### src/rtl/face_sched_pkg.sv
// Shared types and sizes for the face frame scheduler: the FSM state encoding,
// the cube geometry and a helper that extracts one face's orientation slice.
package face_sched_pkg;

  localparam int NUM_FACES  = 6;
  localparam int FACE_BITS  = 27;
  localparam int FRAME_BITS = 162;

  typedef enum logic [1:0] {
    S_IDLE   = 2'd0,
    S_ISSUE  = 2'd1,
    S_STREAM = 2'd2,
    S_GAP    = 2'd3
  } state_t;

  function automatic logic [FACE_BITS-1:0] face_slice(input logic [FRAME_BITS-1:0] frame,
                                                      input logic [2:0]            idx);
    return frame[FACE_BITS*idx +: FACE_BITS];
  endfunction

endpackage

### src/rtl/face_frame_scheduler_cycle_timer.sv
// Up-counter with synchronous clear and enable; o_tc flags MAX_COUNT-1 and the
// count saturates there, so it serves as both a one-shot interval and an idle timer.
module cycle_timer #(
  parameter int unsigned MAX_COUNT = 2
) (
  input  logic clk,
  input  logic reset,
  input  logic i_clr,
  input  logic i_en,
  output logic o_tc
);

  localparam int unsigned W = (MAX_COUNT > 1) ? $clog2(MAX_COUNT) : 1;
  localparam logic [W-1:0] LAST = W'(MAX_COUNT - 1);

  logic [W-1:0] r_count;

  always_ff @(posedge clk) begin
    if (reset || i_clr) begin
      r_count <= '0;
    end else if (i_en && !o_tc) begin
      r_count <= r_count + W'(1);
    end
  end

  assign o_tc = (r_count == LAST);

endmodule

### src/rtl/face_frame_scheduler.sv
// Double-buffered cube frame scheduler: streams six faces with latch gaps, refreshes idle frames.
// First face_start 3 cycles after acceptance when idle; frame_ready drops while a frame is pending.
module face_frame_scheduler
  import face_sched_pkg::*;
#(
  parameter int unsigned LATCH_CYCLES   = 2000,
  parameter int unsigned REFRESH_CYCLES = 4000000,
  parameter int unsigned TIMEOUT_CYCLES = 65535
) (
  input  logic                  clk,
  input  logic                  reset,
  input  logic                  frame_valid,
  input  logic [FRAME_BITS-1:0] frame_data,
  output logic                  frame_ready,
  output logic                  face_start,
  output logic [2:0]            face_sel,
  output logic [FACE_BITS-1:0]  face_orient,
  input  logic                  face_done,
  output logic                  busy,
  output logic                  timeout_err,
  output logic [7:0]            frame_count
);

  state_t                r_state, w_state_nxt;
  logic [FRAME_BITS-1:0] r_pending, r_active;
  logic                  r_pending_vld, r_active_vld, r_aborted;
  logic [2:0]            r_face_sel;
  logic [FACE_BITS-1:0]  r_face_orient;
  logic                  r_face_start, r_timeout_err;
  logic [7:0]            r_frame_count;

  logic w_accept, w_gap_tc, w_to_tc, w_ref_tc;
  logic w_load, w_refresh, w_next_face, w_to_fire, w_frame_end, w_last_face;

  assign w_accept    = frame_valid & ~r_pending_vld;
  assign w_last_face = (r_face_sel == 3'(NUM_FACES - 1));

  cycle_timer #(.MAX_COUNT(LATCH_CYCLES)) u_gap_timer (
    .clk(clk), .reset(reset), .i_clr(r_state != S_GAP), .i_en(r_state == S_GAP), .o_tc(w_gap_tc)
  );

  cycle_timer #(.MAX_COUNT(TIMEOUT_CYCLES)) u_timeout_timer (
    .clk(clk), .reset(reset), .i_clr(r_state != S_STREAM), .i_en(r_state == S_STREAM), .o_tc(w_to_tc)
  );

  cycle_timer #(.MAX_COUNT(REFRESH_CYCLES)) u_refresh_timer (
    .clk(clk), .reset(reset), .i_clr(r_state != S_IDLE), .i_en(r_state == S_IDLE), .o_tc(w_ref_tc)
  );

  always_comb begin
    w_state_nxt = r_state;
    w_load      = 1'b0;
    w_refresh   = 1'b0;
    w_next_face = 1'b0;
    w_to_fire   = 1'b0;
    w_frame_end = 1'b0;
    case (r_state)
      S_IDLE: begin
        if (r_pending_vld) begin
          w_load      = 1'b1;
          w_state_nxt = S_ISSUE;
        end else if (r_active_vld && w_ref_tc) begin
          w_refresh   = 1'b1;
          w_state_nxt = S_ISSUE;
        end
      end
      S_ISSUE: w_state_nxt = S_STREAM;
      S_STREAM: begin
        if (face_done) begin
          w_state_nxt = S_GAP;
        end else if (w_to_tc) begin
          w_to_fire   = 1'b1;
          w_state_nxt = S_GAP;
        end
      end
      S_GAP: begin
        if (w_gap_tc) begin
          if (w_last_face || r_aborted) begin
            w_frame_end = 1'b1;
            w_state_nxt = S_IDLE;
          end else begin
            w_next_face = 1'b1;
            w_state_nxt = S_ISSUE;
          end
        end
      end
      default: w_state_nxt = S_IDLE;
    endcase
  end

  // face_orient is loaded on the transition into ISSUE so it is settled before face_start.
  always_ff @(posedge clk) begin
    if (reset) begin
      r_state       <= S_IDLE;
      r_pending     <= '0;
      r_active      <= '0;
      r_pending_vld <= 1'b0;
      r_active_vld  <= 1'b0;
      r_aborted     <= 1'b0;
      r_face_sel    <= '0;
      r_face_orient <= '0;
      r_face_start  <= 1'b0;
      r_timeout_err <= 1'b0;
      r_frame_count <= '0;
    end else begin
      r_state      <= w_state_nxt;
      r_face_start <= (r_state == S_ISSUE);
      if (w_accept) begin
        r_pending     <= frame_data;
        r_pending_vld <= 1'b1;
      end
      if (w_load) begin
        r_active      <= r_pending;
        r_active_vld  <= 1'b1;
        r_pending_vld <= 1'b0;
        r_aborted     <= 1'b0;
        r_face_sel    <= '0;
        r_face_orient <= face_slice(r_pending, 3'd0);
      end
      if (w_refresh) begin
        r_aborted     <= 1'b0;
        r_face_sel    <= '0;
        r_face_orient <= face_slice(r_active, 3'd0);
      end
      if (w_next_face) begin
        r_face_sel    <= r_face_sel + 3'd1;
        r_face_orient <= face_slice(r_active, r_face_sel + 3'd1);
      end
      if (w_to_fire) begin
        r_timeout_err <= 1'b1;
        r_aborted     <= 1'b1;
      end
      if (w_frame_end && w_last_face && !r_aborted) begin
        r_frame_count <= r_frame_count + 8'd1;
      end
    end
  end

  assign frame_ready = ~r_pending_vld;
  assign face_start  = r_face_start;
  assign face_sel    = r_face_sel;
  assign face_orient = r_face_orient;
  assign busy        = (r_state != S_IDLE);
  assign timeout_err = r_timeout_err;
  assign frame_count = r_frame_count;

endmodule

### config.mk
export PLATFORM = sky130hd
export DESIGN_NAME = face_frame_scheduler
export DESIGN_NICKNAME = d
export VERILOG_FILES = /design/src/rtl/face_sched_pkg.sv /design/src/rtl/face_frame_scheduler_cycle_timer.sv /design/src/rtl/face_frame_scheduler.sv
export SDC_FILE = /design/constraint.sdc
export NUM_CORES = 1
export LEC_CHECK = 0
export CAP_MARGIN = 20
export CORE_ASPECT_RATIO = 0.9
export CORE_UTILIZATION = 50
export CTS_CLUSTER_SIZE = 16
export DETAILED_ROUTE_END_ITERATION = 7
export GPL_ROUTABILITY_DRIVEN = 0
export PLACE_DENSITY = 0.82
export SETUP_SLACK_MARGIN = 0.3
export SYNTH_ARGS = -nofsm -noshare
export SYNTH_HDL_FRONTEND = slang
export SYNTH_HIERARCHICAL = 1
export SYNTH_SLANG_ARGS = --single-unit
### constraint.sdc
create_clock -name clk -period 2.4 [get_ports clk]
set_input_delay 0.72 -clock clk [delete_from_list [all_inputs] [get_ports clk]]
set_output_delay 0.72 -clock clk [all_outputs]
set_load 0.02 [all_outputs]
# Yosys cells after proc, flatten, opt, wreduce, memory -nomap -nowiden

Cells that the tools add are included.

Mux-type cells: 30
Reduce and logical (&&, ||, !) cells: 20
Multiply operators: 1
$add $sub $neg: 5
Bitwise logic cells: 2
Equal/unequal tests: 12
Shifts and indexed selects: 1

Operators by type and width:

| kind                                                              | number |
|---|---|
| 162-bit by 9-bit indexed part select with 27-bit output           | 1 |
| 27-bit two-way mux                                                | 3 |
| 22-bit by 1-bit adder with 22-bit output, second input constant   | 1 |
| 22-bit equality test, second input constant                       | 1 |
| 1-bit two-way mux                                                 | 18 |
| 16-bit by 1-bit adder with 16-bit output, second input constant   | 1 |
| 16-bit equality test, second input constant                       | 1 |
| 11-bit by 1-bit adder with 11-bit output, second input constant   | 1 |
| 11-bit equality test, second input constant                       | 1 |
| 2-bit two-way mux                                                 | 5 |
| 3-bit two-way mux                                                 | 3 |
| 8-bit by 1-bit adder with 8-bit output, second input constant     | 1 |
| 5-bit by 3-bit multiplier with 8-bit output, first input constant | 1 |
| 2-bit case mux with 4 select lines                                | 1 |
| 1-bit logical AND                                                 | 6 |
| 2-bit != test, second input constant                              | 3 |
| 3-bit != test, second input constant                              | 2 |
| 3-bit nonzero test                                                | 2 |
| 2-bit equality test, second input constant                        | 2 |
| 1-bit zero test                                                   | 4 |
| 1-bit logical OR                                                  | 4 |
| 3-bit by 1-bit adder with 3-bit output, second input constant     | 1 |
| 3-bit equality test, second input constant                        | 1 |
| 3-bit AND reduction                                               | 1 |
| other kinds (6)                                                   | 6 |

Output and inout port bits: 42
Logic and storage cells: 85
Register bits: 418

# Depth between registers and ports, before layout

Depth in word-level cells: 7
Mapped depth: 11
Mapped depth without buffers: 9

# Hierarchy

Netlist, hierarchy kept.

Modules (own cells, without submodules):

| module                         | times used | area each (sq um) | cells an instance |
|---|---|---|---|
| face_frame_scheduler           | 1          | 14345.0           | 1767 |
| cycle_timer at u_refresh_timer | 1          | 1109.8            | 131 |
| cycle_timer at u_timeout_timer | 1          | 857.1             | 100 |
| cycle_timer at u_gap_timer     | 1          | 610.6             | 71 |

# Least setup slack after synthesis

No wires, ideal clock.

Kind: flip-flop to flip-flop
Start: reg u_gap_timer.r_count[0]
End: reg r_face_orient[10] (netlist: face_orient[10])
Setup slack: 44 ps
Arrival: 2236 ps
Clock period less this slack: 2356 ps
Path buffers: 2
Stages on the path, launching flop included: 11
Cells stage by stage: dfxtp_1 > ha_1 > and4b_1 > nand3_1 > inv_1 > buf_2 > inv_1 > o31ai_2 > clkbuf_1 > a31oi_1 > a211o_1

Longest elaborated chain between the ends: 4

RTL lines:

| element                                                                   | RTL line                               | RTL |
|---|---|---|
| from (decl)                                                               | face_frame_scheduler_cycle_timer.sv:16 | `logic [W-1:0] r_count;` |
| from (signal assigned)                                                    | face_frame_scheduler_cycle_timer.sv:22 | `r_count <= r_count + W'(1);` |
| 11-bit equality test *                                                    | face_frame_scheduler_cycle_timer.sv:26 | `assign o_tc = (r_count == LAST);` |
| named net w_gap_tc                                                        | face_frame_scheduler.sv:32             | `logic w_accept, w_gap_tc, w_to_tc, w_ref_tc;` |
| 1-bit two-way mux *                                                       | face_frame_scheduler.sv:77             | `if (w_gap_tc) begin` |
| 1-bit two-way mux *                                                       | face_frame_scheduler.sv:57             | `case (r_state)` |
| 3-bit nonzero test (no source line) or 27-bit two-way mux (tied branches) | --                                     |  |
| to (signal assigned)                                                      | face_frame_scheduler.sv:118            | `r_face_orient <= face_slice(r_pending, 3'd0);` |
| to (signal assigned)                                                      | face_frame_scheduler.sv:123            | `r_face_orient <= face_slice(r_active, 3'd0);` |
| to (signal assigned)                                                      | face_frame_scheduler.sv:127            | `r_face_orient <= face_slice(r_active, r_face_sel + 3'd1);` |
| to (decl)                                                                 | face_frame_scheduler.sv:28             | `logic [FACE_BITS-1:0] r_face_orient;` |

The timed path passes the listed nets; every way through them passes the cells marked *.
A chain may end at the register's enable or synchronous reset.

# Final worst setup path

Start: reg r_state[1]
End: out busy

Longest elaborated chain between the ends: 1

RTL lines:

| element                | RTL line                    | RTL |
|---|---|---|
| from (decl)            | face_frame_scheduler.sv:24  | `state_t r_state, w_state_nxt;` |
| from (signal assigned) | face_frame_scheduler.sv:106 | `r_state <= w_state_nxt;` |
| 2-bit nonzero test     | face_frame_scheduler.sv:143 | `assign busy = (r_state != S_IDLE);` |
| to (decl)              | face_frame_scheduler.sv:19  | `output logic busy,` |

No other way between the ends.

==> impl_summary.md <==
Run status
The run finished with clean final reports.

Route
The number of nets still failing antenna checks after routing is 0. The final routed wire length divided by cell count is a little under 20 microns. The sum of routed wire length over all layers is roughly 54 mm. The first TritonRoute pass finished after 6 iterations. The total via count in the routed design is between 15000 and 20000. After the first detailed-routing iteration, the DRC count stood at roughly 2000. The remaining design rule violation count is 0.

In the routed layout, each cell is associated on average with a via count of ~6.

Clocking
The clock slew seen by the registers of the worst setup and hold paths is ~70 ps. In this run, post-CTS hold repair placed 0 buffers. The clock drives between 400 and 500 sinks. The library cell used as clock root buffer is clkbuf_16.

TritonCTS created 43 clock buffers. The TritonCTS clock tree is yes. The clock tree buffer depth is 3.

Clock latency on the worst-skew pair, taken at its later pin, is between 500 and 600 ps. The maximum level of the CTS H-tree is 2.

Placement
Input and output buffers added on the ports amount to slightly above 200. Once detailed placement completed, the half-perimeter wirelength came to about 34 mm.

Synth
The warning count from the yosys run is 6. After synthesis, the share of flip-flops with an asynchronous set or reset is 0%. The number of enable flip-flop cells after synthesis is 0.

Synthesis produced a netlist with a net count of roughly 2200. The largest area contributor in the synthesized netlist is dfxtp_1. The cell area after synthesis is 16920 sq um. Counting flops and latches in the post-synthesis netlist gives approximately 420. The mean post-synth cell area is 8.179 sq um. Sorting the synthesized cells by area gives the leading types as dfxtp_1 (49%), nand2_1 (16%), a21oi_1 (11%).

The share of synthesized area occupied by flip-flops and latches is about half. The proportion of netlist area held by the largest area contributor is around 50%. For this run, the leading register cell type out of synthesis is dfxtp_1. Counting distinct cell types in the post-synthesis netlist gives 66. The number of cells produced by synthesis is roughly 2100.

Critical path
The critical path in this run is classified as reg2out. STA classifies the critical path startpoint as a register. Traced cell by cell, the critical path runs through inv_1 > ha_2 > inv_2 > buf_6. The number of buffers and inverters on the critical path is 3. The worst setup path is captured at an output port.

For flop-to-flop paths, the worst setup slack is 290 ps. The cell type of the slowest stage on the worst timing path is dfxtp_4. The largest single stage delay on the critical path is between 300 and 400 ps. In this run the worst path has a maximum fanout of 5.

The family with the most delay on the worst path is flip-flops. For the worst setup path, the data arrival time is around 1400 ps. STA puts the critical path data required time at approximately 1700 ps.

Die
The top-level I/O count is 208. The number of rows in the core area is 63. The die is about 180 microns tall. The region available for standard cell placement spans around 33000 sq um.

The effective utilization at floorplan is 51.11%. The die covers about 35000 sq um. The die is approximately 200 microns wide.

Worst hold path
The class of the worst hold path is reg2reg.

Global routing
The number of antenna violations at the first check in global routing is 0. The total congestion overflow is 0. The pin count of the biggest net entering global routing is 114. The first global-routing pass estimated 80.42 mm of wire.

The via count of the first global-routing pass is roughly 15000. The total global-route track usage is between 20% and 30%.

Timing
Setup repair after global routing could not meet its margin everywhere. The transition time at the pin with the least slew margin is about 530 ps. The smallest hold slack is between 400 and 500 ps.

The time the final worst path needs with I/O delays and setup is around 2100 ps. The count of endpoints failing hold in the final timing report came to 0. The headroom to the max-slew limit is roughly 65%.

The part of the cycle the worst path needs is about 89%. The max-slew violation count was 0. Setup violations remaining at the end of the flow were counted as 0. The setup clock skew after layout is 19.81 ps.

The maximum frequency from static timing analysis is approximately 0.47 GHz.

Pwr
The power per standard cell area is ~800 nW/um^2. The sum of internal, switching and leakage power is ~17000 uW. In this run the static leakage power is approximately 0.0080 uW.

The worst supply voltage drop on vdd is ~520 uV.

Final layout
The share of cells above drive strength 1 is 13.15%. From synthesis to final layout, the design area changed by 28.46%. The final net count is roughly 2400.

Run
Across the run, the number of max-cap violations was 0.
[worst paths after layout]
path,startpoint,to,depth (start not counted)
worst max-delay path,r_state[1],busy,4
worst min-delay path,r_pending[79],r_active[79],2
worst max register to register,u_refresh_timer/r_count[21],face_orient[15],8
worst min register to register,r_pending[79],r_active[79],2
[synth_stat cells, types with 10 or more instances]
master and instances:
and3_1 23, nand4_1 16, a211oi_1 10, mux4_2 25
mux2_2 26, nand3_1 40, or3_1 21, xor2_1 10
a21oi_1 365, a221oi_1 20, a31oi_1 24, inv_1 15
buf_2 11, ha_1 12, a211o_1 17, clkbuf_1 104
dfxtp_1 418, nand2_1 713, buf_1 25, o21ai_0 31
nor2_1 30
[report_power, final]
part           total [uW]  internal (uW)  switching [uW]
combinational        2620           1020            1600
sequential           7610           7320             284
clock                6690           3900            2800
[metrics by stage]
stage / instances / setup WS [ps] / util [%] / instance area (sq um) / TNS (ps)
after floorplan: 2069 / 304.4 / - / 16980 / 0
after global placement: 2602 / 68.64 / 59.12 / 19570 / 0
after detailed placement: 2602 / -1.111 / 59.12 / 19570 / -1.111
after CTS: 2700 / 96.15 / 64.46 / 21340 / 0
after global routing: 2719 / 208.3 / 65.65 / 21740 / 0
final: 2720 / 256.3 / 65.66 / 21740 / 0
[placed cells by master, fill, tap and decap left out, types with 7 or more instances in the layout]
| cell | count |
|---|---|
| mux2_2 | 26 |
| dlygate4sd2_1 | 39 |
| a21oi_1 | 365 |
| or3_1 | 19 |
| a221oi_2 | 9 |
| dfxtp_1 | 403 |
| clkbuf_16 | 47 |
| o21ai_0 | 31 |
| nand3_1 | 37 |
| and3_1 | 16 |
| inv_1 | 9 |
| clkbuf_1 | 9 |
| o31ai_1 | 8 |
| a211o_1 | 17 |
| clkdlybuf4s50_1 | 164 |
| buf_4 | 56 |
| a221oi_1 | 11 |
| nor2_1 | 28 |
| a31oi_1 | 24 |
| or4_1 | 8 |
| nand2_1 | 711 |
| xor2_1 | 9 |
| clkinv_2 | 11 |
| a211oi_1 | 9 |
| buf_12 | 18 |
| and3_4 | 8 |
| dfxtp_2 | 7 |
| dfxtp_4 | 8 |
| mux4_2 | 25 |
| nand4_1 | 16 |
[cells by family (layout without fill, tap and decap cells)]
kind of cell	after synthesis	in the layout	synth area share, %
muxes	54	54	5.235
DFF	418	418	49.45
AOI/OAI and AO/OA	494	494	16.40
and+or+nand+nor	916	916	23.40
buffers and inverters	162	390	3.956
xor gates and xnor gates	13	13	0.6728
other	0	1	0
adders and majority gates	12	12	0.8872
[state kept, by name, indices dropped and copies added (netlist names)]
register	cells
r_aborted	1
frame_count	8
r_pending_vld	1
timeout_err	1
u_gap_timer/r_count	11
r_pending	162
face_orient	27
face_start	1
u_timeout_timer/r_count	16
face_sel	3
r_active_vld	1
u_refresh_timer/r_count	22
r_active	162
r_state	2
[area by class of cell]
class,count,area (sq um)
antenna,1,2.502
fill,2527,11370
inverter,15,56.30
timing repair buffer,295,3118
clock inverter,21,201.4
multi-input combinational,1489,8208
sequential,418,8407
clock buffer,59,1217
tap,422,528.0
[per-layer routing]
metal | vias up | part of all wire, % | wire [microns] | global-route usage (%)
li1 | 7452 | - | - | -
met1 | 7739 | 40 | 21740 | 40.64
met2 | 926 | 45 | 23990 | 45.14
met3 | 146 | 11 | 5757 | 4.967
met4 | 0 | 4.4 | 2361 | 13.54
met5 | - | 0 | 0 | 0
[tightest hold or removal path, cell delays in order, from the launching register on]
cell	delay, ps
dfxtp_1	310
nand2_1	50
a21oi_1	50
[timing repair]
action                     4_1_cts  5_1_grt
gates cloned                     5        4
setup buffers                   13       15
pin swaps                        8       20
resized for setup               85       51
setup endpoints to repair       85       73
(Power assumes the default switching activity.)
